<file path="src/rtl/qdrii_regs_pkg.sv">
// Shared definitions for the QDRII PicoBus register block: register offsets,
// the reset-pulse FSM state encoding and a helper for the DATA_i offsets.
package qdrii_regs_pkg;

    localparam int BUS_W = 128;

    localparam logic [7:0] OFF_CTRL    = 8'h00;
    localparam logic [7:0] OFF_ERR     = 8'h20;
    localparam logic [7:0] OFF_DATA0   = 8'h40;
    localparam logic [7:0] DATA_STRIDE = 8'h20;
    localparam logic [7:0] OFF_SIG     = 8'hE0;

    // Bit of the CTRL write word that holds the reset request.
    localparam int CTRL_RST_BIT = 64;

    // Width of one chip's status field in the CTRL read word.
    localparam int CTRL_FIELD_W = 16;

    typedef enum logic [1:0] {
        RST_IDLE = 2'd0,
        RST_HOLD = 2'd1,
        RST_REQ  = 2'd2
    } rst_state_e;

    // Byte offset of the read-data snapshot register for chip idx.
    function automatic logic [7:0] data_offset(input int idx);
        return OFF_DATA0 + DATA_STRIDE * 8'(idx);
    endfunction

endpackage

</file>
<file path="src/rtl/qdrii_rst_pulse.sv">
// Reset-pulse generator for the QDRII controllers. Guarantees a minimum
// pulse of RST_MIN_CYC cycles on every reset request rising edge, and then
// holds the reset for as long as the request stays set.
module qdrii_rst_pulse
    import qdrii_regs_pkg::*;
#(
    parameter int RST_MIN_CYC = 16
) (
    input  logic clk,
    input  logic rst_n,
    input  logic rst_req,
    output logic qdr_rst,
    output logic hold_entry
);

    localparam int CNT_W = (RST_MIN_CYC > 1) ? $clog2(RST_MIN_CYC) : 1;
    localparam logic [CNT_W-1:0] CNT_LOAD = CNT_W'(RST_MIN_CYC - 1);

    rst_state_e       state;
    logic [CNT_W-1:0] cnt;
    logic             req_d;
    logic             req_rise;

    assign req_rise = rst_req & ~req_d;

    // Combinational strobe so the owner of the status registers can clear
    // them on the very edge the FSM moves from IDLE into HOLD.
    assign hold_entry = (state == RST_IDLE) & req_rise;

    // Reset FSM with its minimum-width counter and registered reset output.
    // NOTE: every register here uses <= so all of them update from the same
    // pre-edge values; a blocking = would let later lines see new values.
    always_ff @(posedge clk) begin
        if (!rst_n) begin
            state   <= RST_HOLD;
            cnt     <= CNT_LOAD;
            qdr_rst <= 1'b1;
            req_d   <= 1'b0;
        end else begin
            req_d <= rst_req;
            case (state)
                RST_IDLE: begin
                    if (req_rise) begin
                        state   <= RST_HOLD;
                        cnt     <= CNT_LOAD;
                        qdr_rst <= 1'b1;
                    end
                end
                RST_HOLD: begin
                    if (req_rise) begin
                        cnt <= CNT_LOAD;
                    end else if (cnt == '0) begin
                        if (rst_req) begin
                            state <= RST_REQ;
                        end else begin
                            state   <= RST_IDLE;
                            qdr_rst <= 1'b0;
                        end
                    end else begin
                        cnt <= cnt - 1'b1;
                    end
                end
                RST_REQ: begin
                    if (!rst_req) begin
                        state   <= RST_IDLE;
                        qdr_rst <= 1'b0;
                    end
                end
                default: begin
                    state   <= RST_IDLE;
                    qdr_rst <= 1'b0;
                end
            endcase
        end
    end

endmodule

</file>
<file path="src/rtl/qdrii_picobus_regs.sv">
// PicoBus responder for the QDRII test subsystem: reset control, calibration
// status, sticky traffic-generator error flags, per-chip read-data snapshots
// and a signature word, all in a 256-byte window at BASE_ADDR.
module qdrii_picobus_regs
    import qdrii_regs_pkg::*;
#(
    parameter logic [31:0] BASE_ADDR   = 32'h1235_0000,
    parameter int          NUM_QDRII   = 3,
    parameter int          ERR_W       = 32,
    parameter int          RST_MIN_CYC = 16,
    parameter logic [31:0] SIG         = 32'h55AA_55AA
) (
    input  logic                         PicoClk,
    input  logic                         PicoRst_n,
    input  logic [31:0]                  PicoAddr,
    input  logic [BUS_W-1:0]             PicoDataIn,
    input  logic                         PicoWr,
    input  logic                         PicoRd,
    output logic [BUS_W-1:0]             PicoDataOut,
    output logic                         qdr_rst_o,
    input  logic [NUM_QDRII-1:0]         cal_done_i,
    input  logic [NUM_QDRII*ERR_W-1:0]   err_i,
    input  logic [NUM_QDRII*BUS_W-1:0]   rd_data_i,
    input  logic [NUM_QDRII-1:0]         rd_valid_i
);

    localparam int ERR_TOT = NUM_QDRII * ERR_W;

    logic                 hit;
    logic [7:0]           off;
    logic                 wr_ctrl;
    logic                 wr_err;
    logic                 rst_req;
    logic                 hold_entry;
    logic [ERR_TOT-1:0]   err_q;
    logic [ERR_TOT-1:0]   w1c;
    logic [BUS_W-1:0]     data_q [NUM_QDRII];
    logic [BUS_W-1:0]     ctrl_word;
    logic [BUS_W-1:0]     rd_mux;
    logic                 unused_wdata;

    assign hit     = (PicoAddr[31:8] == BASE_ADDR[31:8]);
    assign off     = PicoAddr[7:0];
    assign wr_ctrl = PicoWr & hit & (off == OFF_CTRL);
    assign wr_err  = PicoWr & hit & (off == OFF_ERR);
    assign w1c     = wr_err ? PicoDataIn[ERR_TOT-1:0] : '0;

    // Only a few write-data bits are architected; fold the rest away.
    assign unused_wdata = ^PicoDataIn;

    // Reset request bit, written through CTRL.
    always_ff @(posedge PicoClk) begin
        if (!PicoRst_n) begin
            rst_req <= 1'b0;
        end else if (wr_ctrl) begin
            rst_req <= PicoDataIn[CTRL_RST_BIT];
        end
    end

    qdrii_rst_pulse #(
        .RST_MIN_CYC (RST_MIN_CYC)
    ) u_rst_pulse (
        .clk        (PicoClk),
        .rst_n      (PicoRst_n),
        .rst_req    (rst_req),
        .qdr_rst    (qdr_rst_o),
        .hold_entry (hold_entry)
    );

    // Sticky error flags: frozen while the controllers are in reset, and a
    // new error on the same edge as a W1C keeps the flag set.
    always_ff @(posedge PicoClk) begin
        if (!PicoRst_n || hold_entry) begin
            err_q <= '0;
        end else if (!qdr_rst_o) begin
            err_q <= (err_q & ~w1c) | err_i;
        end
    end

    // Per-chip read-data snapshots.
    // NOTE: this array is software-visible state that must read 0 after
    // reset, so it is reset explicitly rather than left as an unreset memory.
    always_ff @(posedge PicoClk) begin
        for (int i = 0; i < NUM_QDRII; i++) begin
            if (!PicoRst_n || hold_entry) begin
                data_q[i] <= '0;
            end else if (rd_valid_i[i]) begin
                data_q[i] <= rd_data_i[i*BUS_W +: BUS_W];
            end
        end
    end

    // CTRL read word: {qdr_rst_o, cal_done} in the low bits of each chip field.
    // NOTE: the default assignment first keeps this combinational block from
    // inferring a latch on the bits no chip drives.
    always_comb begin
        ctrl_word = '0;
        for (int i = 0; i < NUM_QDRII; i++) begin
            ctrl_word[CTRL_FIELD_W*i +: 2] = {qdr_rst_o, cal_done_i[i]};
        end
    end

    // Register read mux; offsets without a register return 0.
    always_comb begin
        rd_mux = '0;
        if (off == OFF_CTRL) begin
            rd_mux = ctrl_word;
        end else if (off == OFF_ERR) begin
            rd_mux = BUS_W'(err_q);
        end else if (off == OFF_SIG) begin
            rd_mux = {96'b0, SIG};
        end else begin
            for (int i = 0; i < NUM_QDRII; i++) begin
                if (off == data_offset(i)) begin
                    rd_mux = data_q[i];
                end
            end
        end
    end

    // Registered read data, driven only in the cycle after an in-window read.
    always_ff @(posedge PicoClk) begin
        if (!PicoRst_n) begin
            PicoDataOut <= '0;
        end else if (PicoRd && hit) begin
            PicoDataOut <= rd_mux;
        end else begin
            PicoDataOut <= '0;
        end
    end

endmodule

</file>
<file path="config.mk">
export PLATFORM = sky130hd
export DESIGN_NAME = qdrii_picobus_regs
export DESIGN_NICKNAME = d
export VERILOG_FILES = /design/src/rtl/qdrii_regs_pkg.sv /design/src/rtl/qdrii_rst_pulse.sv /design/src/rtl/qdrii_picobus_regs.sv
export SDC_FILE = /design/constraint.sdc
export NUM_CORES = 1
export LEC_CHECK = 0
export CORE_AREA = 2 2 306 308
export DETAILED_ROUTE_END_ITERATION = 7
export DIE_AREA = 0 0 308 310
export GPL_TIMING_DRIVEN = 0
export PLACE_DENSITY = 0.5
export SYNTH_ARGS = -nofsm -noshare
export SYNTH_HDL_FRONTEND = slang
export SYNTH_SLANG_ARGS = --single-unit
</file>
<file path="constraint.sdc">
create_clock -name PicoClk -period 4.8 [get_ports PicoClk]
set_input_delay 0.96 -clock PicoClk [delete_from_list [all_inputs] [get_ports PicoClk]]
set_output_delay 0.96 -clock PicoClk [all_outputs]
set_load 0.02 [all_outputs]
</file>
==> flow_metrics.env, run 1 <==
export IMPL_netlist_top_cells_area="edfxtp_1 (44%), dfxtp_1 (18%), and3_1 (9.6%), a32o_1 (3.7%), mux2_2 (3.3%)"
export IMPL_dieArea_sq_um=95500
export IMPL_wl_um=118000
export IMPL_placementRows=112
export IMPL_fin_hold_ws_ns=0.464
export IMPL_numCtsBuffers=73
export IMPL_final_hold_viol_count=0
export IMPL_rsz0062_at_grt="no"
export IMPL_die_x_um=308
export IMPL_overflow=0
export IMPL_clk_path_buf_depth=3
export IMPL_ys_seq_elements=617
export IMPL_postCtsSetupBuffers=0
export IMPL_core_area_sq_um=92500
export IMPL_grt_pass1_wl_um=163000
export IMPL_die_y_um=310
export IMPL_grt_pass1_vias=22500
export IMPL_met3_usage_pct=4.62
export IMPL_crit_arrival_ns=4.64
export IMPL_use_met2_pct=40.4
export IMPL_place_port_buffers=742
export IMPL_vias=22000
export IMPL_setup_viol=0
export IMPL_fin_skew_ns=0.0250
export IMPL_htreeDepth=3
export IMPL_drtPass1Iterations=5
export IMPL_io_pins=779
export IMPL_drtIter0Drc=1761
export IMPL_finalNetCount=3636
export IMPL_syn_area_per_cell_sq_um=12.0
export IMPL_path_cells="clkdlybuf4s50_1 > nor2_1 > and2_1 > clkbuf_1 > buf_2 > buf_1 > a21oi_1 > nor2_1"
export IMPL_wl_per_cell_um=27.8
export IMPL_vias_per_cell=5.16
export IMPL_critPathLaunchType="input pin"
export IMPL_finalPower_mw=13.2
export IMPL_floorplan_initialDensity_pct=28.1
export IMPL_yosysUniqueCellTypes=50
export IMPL_cpMaxStageDelayCell="clkbuf_1"
export IMPL_path_common_cell="nor2_1"
export IMPL_synthFlopType="edfxtp_1"
export IMPL_drv_cap=0
export IMPL_period_needed_ns=4.09
export IMPL_synth_area_sq_um=26000
export IMPL_cpPeakStageDelay_ns=0.99
export IMPL_crit_path_end_kind="register"
export IMPL_fmax_ghz=0.245
export IMPL_antenna_found_initial=32
export IMPL_outcome="completed"
export IMPL_cts_hold_buf=0
export IMPL_cts_tree="built"
export IMPL_cts_resized=0
export IMPL_area_growth_syn_to_layout_pct=44.5
export IMPL_synthesis_nets=2812
export IMPL_clk_pin_slew_ns=0.06
export IMPL_worst_hold_path_type="register to register"
export IMPL_root_buffer="clkbuf_16"
export IMPL_p_leak_nw=14.9
export IMPL_yosysWarnings=0
export IMPL_grt_max_degree=57
export IMPL_drive_gt1_share_pct=7.07
export IMPL_syn_inst=2156
export IMPL_powerDensity_nw_per_um2=351
export IMPL_insertion_delay_ns=0.62
export IMPL_drtAntennaViolNets=0
export IMPL_ir_drop_uv=252
export IMPL_tightest_slew_ns=1.38
export IMPL_synth_async_reset_ratio_pct=0
export IMPL_use_met1_pct=30.3
export IMPL_synth_seq_area_share_pct=62.4
export IMPL_maxSlewHeadroom_pct=7.85
export IMPL_regToRegSetupSlack_ns=1.11
export IMPL_critPathRequiredTime_ns=5.35
export IMPL_synth_common_cells="and3_1 (398), edfxtp_1 (384), dfxtp_1 (233), clkbuf_1 (194), nor2_1 (162)"
export IMPL_grt_use_total_pct=23.8
export IMPL_place_congestion=0.874
export IMPL_dpl_hpwl_um=90100
export IMPL_synth_top_area_share_pct=44.4
export IMPL_synth_most_common_cell="and3_1"
export IMPL_synth_edff_count=384
export IMPL_path_class="input pin to register"
export IMPL_slew_viol_final=0
export IMPL_cts_sinks=617
export IMPL_drcViolationCount=0
export IMPL_cp_max_fo=10
export IMPL_finalCritPeriodShare_pct=85.1
export IMPL_grt_busiest_layer="met2"
export IMPL_yosys_area_top_type="edfxtp_1"
-- stage by stage --
stage                     util [%]  setup slack (ns)  std cells  TNS [ns]  area, sq um
after global routing          40.6             0.623       4254         0        37500
after floorplan                  -            -0.364       2156   -139.71        26000
final                         40.6             0.715       4257         0        37500
after CTS                     40.5             0.634       4238         0        37500
after global placement        37.7             -4.92       4095  -1864.47        34900
after detailed placement      38.0           -0.0352       4102    -0.101        35100
-- report_power, final --
part / internal, mW / switching [mW] / total [mW]
combinational: 0.783 / 0.707 / 1.49
sequential: 5.98 / 0.118 / 6.10
clock: 3.23 / 2.33 / 5.57
-- registers in the layout (all words and copies together), names as in the netlist --
register,flops
u_rst_pulse.qdr_rst,1
data_q,384
err_q,96
u_rst_pulse.state,2
u_rst_pulse.cnt,4
u_rst_pulse.req_d,1
PicoDataOut,128
rst_req,1
-- layer usage --
layer | up-vias | routed length [um]
li1 | 9866 | -
met1 | 10900 | 48700
met2 | 977 | 58000
met3 | 174 | 8120
met4 | 22 | 3280
met5 | - | 153
-- worst max-delay path: cells and delay by family --
family,cells,cell delay (ns)
AND/OR/NAND/NOR,3,1.01
buffers and inverters,4,2.50
AO/OA/AOI/OAI,1,0.14
-- layout by cell type (no fill, tap or decap), types with 5 or more instances in the layout --
cell             instances
clkbuf_16               77
ha_1                     6
nor2_1                 162
mux2_2                  77
diode_2                 19
buf_2                    6
mux2i_1                 39
nand2b_1                16
nand2_1                 29
o21ai_0                  7
edfxtp_1               384
a32o_1                  95
inv_1                  107
a2bb2oi_1               79
buf_16                   6
and3_1                 398
clkinv_2                12
o22ai_1                  6
a22oi_1                 76
clkinv_1                11
clkdlybuf4s50_1        742
a21oi_1                 44
clkbuf_2                 8
buf_1                   18
a221oi_1                14
clkbuf_1               205
or4_1                   98
nor2b_1                  5
dfxtp_1                233
nor4_1                  15
-- final cells by class --
cell class                 count  area [sq um]
inverter                     107           402
clock buffer                 100          2050
multi-input combinational   1212          8540
timing repair buffer         749          7600
buffer                       220           858
fill                        8855         55000
sequential                   617         16200
tap                         1197          1500
clock inverter                36           323
antenna                       19          47.5
-- final timing paths --
kind,startpoint,cells past startpoint,endpoint
max,PicoAddr[6],8,PicoDataOut[107]
min,data_q[2][80],2,PicoDataOut[80]
max reg2reg,u_rst_pulse.state[0],9,err_q[49]
min reg2reg,data_q[2][80],2,PicoDataOut[80]
-- kinds of logic after synthesis --
group	share of synthesized area, %
adders and majority gates	0.289
muxes	4.84
DFF	62.4
and+or+nand+nor	17.0
buffers and inverters	4.81
xor gates and xnor gates	0.0337
AOI/OAI and AO/OA	10.6
(Power assumes the default switching activity.)
==> run 2, diff against run 1 <==
- CAP_MARGIN: unset -> 5
==> flow_metrics.env, run 2 (synthesis gave the netlist of run 1 again) <==
export IMPL_p_leak_nw=15.0
export IMPL_antenna_found_initial=28
export IMPL_htreeDepth=3
export IMPL_reg_top3="data_q: 384 flops, PicoDataOut: 128 flops, err_q: 96 flops"
export IMPL_rsz0062_at_grt="no"
export IMPL_fmax_ghz=0.248
export IMPL_switchingPower_mw=3.17
export IMPL_placed_area_sq_um=35100
export IMPL_drtPass1Iterations=5
export IMPL_clk_path_buf_depth=3
export IMPL_vias=21900
export IMPL_wl_um=118000
export IMPL_fin_skew_ns=0.0282
export IMPL_place_congestion=0.874
export IMPL_use_met2_pct=41.0
export IMPL_switching_share_pct=23.4
export IMPL_io_pins=779
export IMPL_numCtsBuffers=73
export IMPL_cts_hold_buf=0
export IMPL_layout_common_cells="clkdlybuf4s50_1 (742), and3_1 (398), edfxtp_1 (384), dfxtp_1 (233), clkbuf_1 (197)"
export IMPL_grt_max_degree=57
export IMPL_cellInternalPower_mw=10.4
export IMPL_wl_per_cell_um=27.8
export IMPL_met3_usage_pct=4.39
export IMPL_finalCritPeriodShare_pct=83.9
export IMPL_crit_buf_inv=4
export IMPL_worst_hold_path_type="register to register"
export IMPL_period_needed_ns=4.03
export IMPL_drtIter0Drc=1681
export IMPL_die_x_um=308
export IMPL_largest_register_ffs=384
export IMPL_p_comb_share_pct=11.0
export IMPL_clock_power_share_pct=43.9
export IMPL_crit_path_end_kind="register"
export IMPL_cts_resized=0
export IMPL_drtAntennaViolNets=0
export IMPL_critPathRequiredTime_ns=5.33
export IMPL_top_register="data_q"
export IMPL_core_area_sq_um=92500
export IMPL_root_buffer="clkbuf_16"
export IMPL_cts_tree="built"
export IMPL_path_class="input pin to register"
export IMPL_cp_max_fo=10
export IMPL_final_cells=4255
export IMPL_placementRows=112
export IMPL_dp_cells=4103
export IMPL_postCtsSetupBuffers=0
export IMPL_drcViolationCount=0
export IMPL_floorplan_initialDensity_pct=28.1
export IMPL_fin_hold_ws_ns=0.462
export IMPL_tightest_slew_ns=1.32
export IMPL_final_hold_viol_count=0
export IMPL_slew_viol_final=0
export IMPL_grt_pass1_wl_um=162000
export IMPL_grt_use_total_pct=23.8
export IMPL_power_frac_seq_pct=45.1
export IMPL_final_common_cell="clkdlybuf4s50_1"
export IMPL_drive_gt1_share_pct=7.66
export IMPL_finalNetCount=3637
export IMPL_vias_per_cell=5.15
export IMPL_maxSlewHeadroom_pct=11.7
export IMPL_outcome="completed"
export IMPL_grt_pass1_vias=22400
export IMPL_path_cells="clkdlybuf4s50_1 > clkbuf_1 > clkbuf_1 > buf_2 > a21oi_1 > a21oi_1 > o22ai_1 > a21oi_1"
export IMPL_insertion_delay_ns=0.63
export IMPL_final_area_sq_um=37800
export IMPL_place_port_buffers=742
export IMPL_fill_cells=8874
export IMPL_path_common_cell="a21oi_1"
export IMPL_area_growth_syn_to_layout_pct=45.4
export IMPL_cpPeakStageDelay_ns=0.90
export IMPL_critPathLaunchType="input pin"
export IMPL_dpl_hpwl_um=90300
export IMPL_crit_arrival_ns=4.56
export IMPL_drv_cap=0
export IMPL_cts_sinks=617
export IMPL_use_met1_pct=30.4
export IMPL_ir_drop_uv=225
export IMPL_grt_busiest_layer="met2"
export IMPL_die_y_um=310
export IMPL_setup_viol=0
export IMPL_clk_pin_slew_ns=0.06
export IMPL_overflow=0
export IMPL_dieArea_sq_um=95500
export IMPL_powerDensity_nw_per_um2=358
export IMPL_critPathTopFamily="buffers and inverters"
export IMPL_cpMaxStageDelayCell="clkbuf_1"
## run 2: cell types whose count changed in the layout (fill, tap and decap cells not counted), moves of 2 or more
| cell | change |
|---|---|
| clkinv_2 | +5 |
| clkbuf_16 | +5 |
| diode_2 | -3 |
| clkbuf_8 | +6 |
| clkinv_1 | -9 |
| clkbuf_1 | -8 |
| bufinv_16 | +2 |
## run 2: final timing paths
kind                        start              to  slack, ns  depth (start not counted)
max                   PicoAddr[5]  PicoDataOut[1]       0.77                          8
max reg2reg  u_rst_pulse.state[0]       err_q[10]       1.16                          8
min reg2reg          data_q[2][4]  PicoDataOut[4]       0.46                          2
min                  data_q[2][4]  PicoDataOut[4]       0.46                          2
## run 2: layout make-up
class / instances / area [sq um] / share of cell area (%)
clock buffer: 103 / 2230 / 5.91
sequential: 617 / 16200 / 42.9
clock inverter: 33 / 368 / 0.974
timing repair buffer: 750 / 7620 / 20.2
inverter: 107 / 402 / 1.06
buffer: 220 / 858 / 2.27
multi-input combinational: 1212 / 8540 / 22.6
antenna: 16 / 40.0 / 0.106
tap: 1197 / 1500 / 3.97
## run 2: power by group through the flow
stage,Sequential [mW],Combinational [mW],Clock (mW)
6_report,6.10,1.49,5.94
5_1_grt,6.12,1.60,6.25
4_1_cts,6.10,1.50,6.03
3_5_place_dp,6.21,1.49,0
3_3_place_gp,6.24,1.46,0
2_1_floorplan,6.18,0.594,0
## run 2: worst min-delay path: cells and delay by family (launching register included)
family	cells	cell delay, ns
flops	1	0.32
simple gates	1	0.07
compound gates	1	0.05
## run 2: through the flow
stage / setup TNS [ns] / utilization [%] / total power, mW / setup WS (ns)
floorplan: -139.71 / - / 6.77 / -0.364
global placement: -1864.47 / 37.7 / 7.70 / -4.92
detailed placement: 0 / 38.0 / 7.70 / 0.00489
CTS: 0 / 40.8 / 13.6 / 0.648
global route: 0 / 40.8 / 14.0 / 0.613
finish: 0 / 40.8 / 13.5 / 0.774
## run 2: routing by layer
| layer | vias to the layer above | wire, um |
|---|---|---|
| met2 | 967 | 58100 |
| met4 | 20 | 2940 |
| met3 | 167 | 7950 |
| met1 | 10900 | 48900 |
| met5 | - | 136 |
| li1 | 9840 | - |
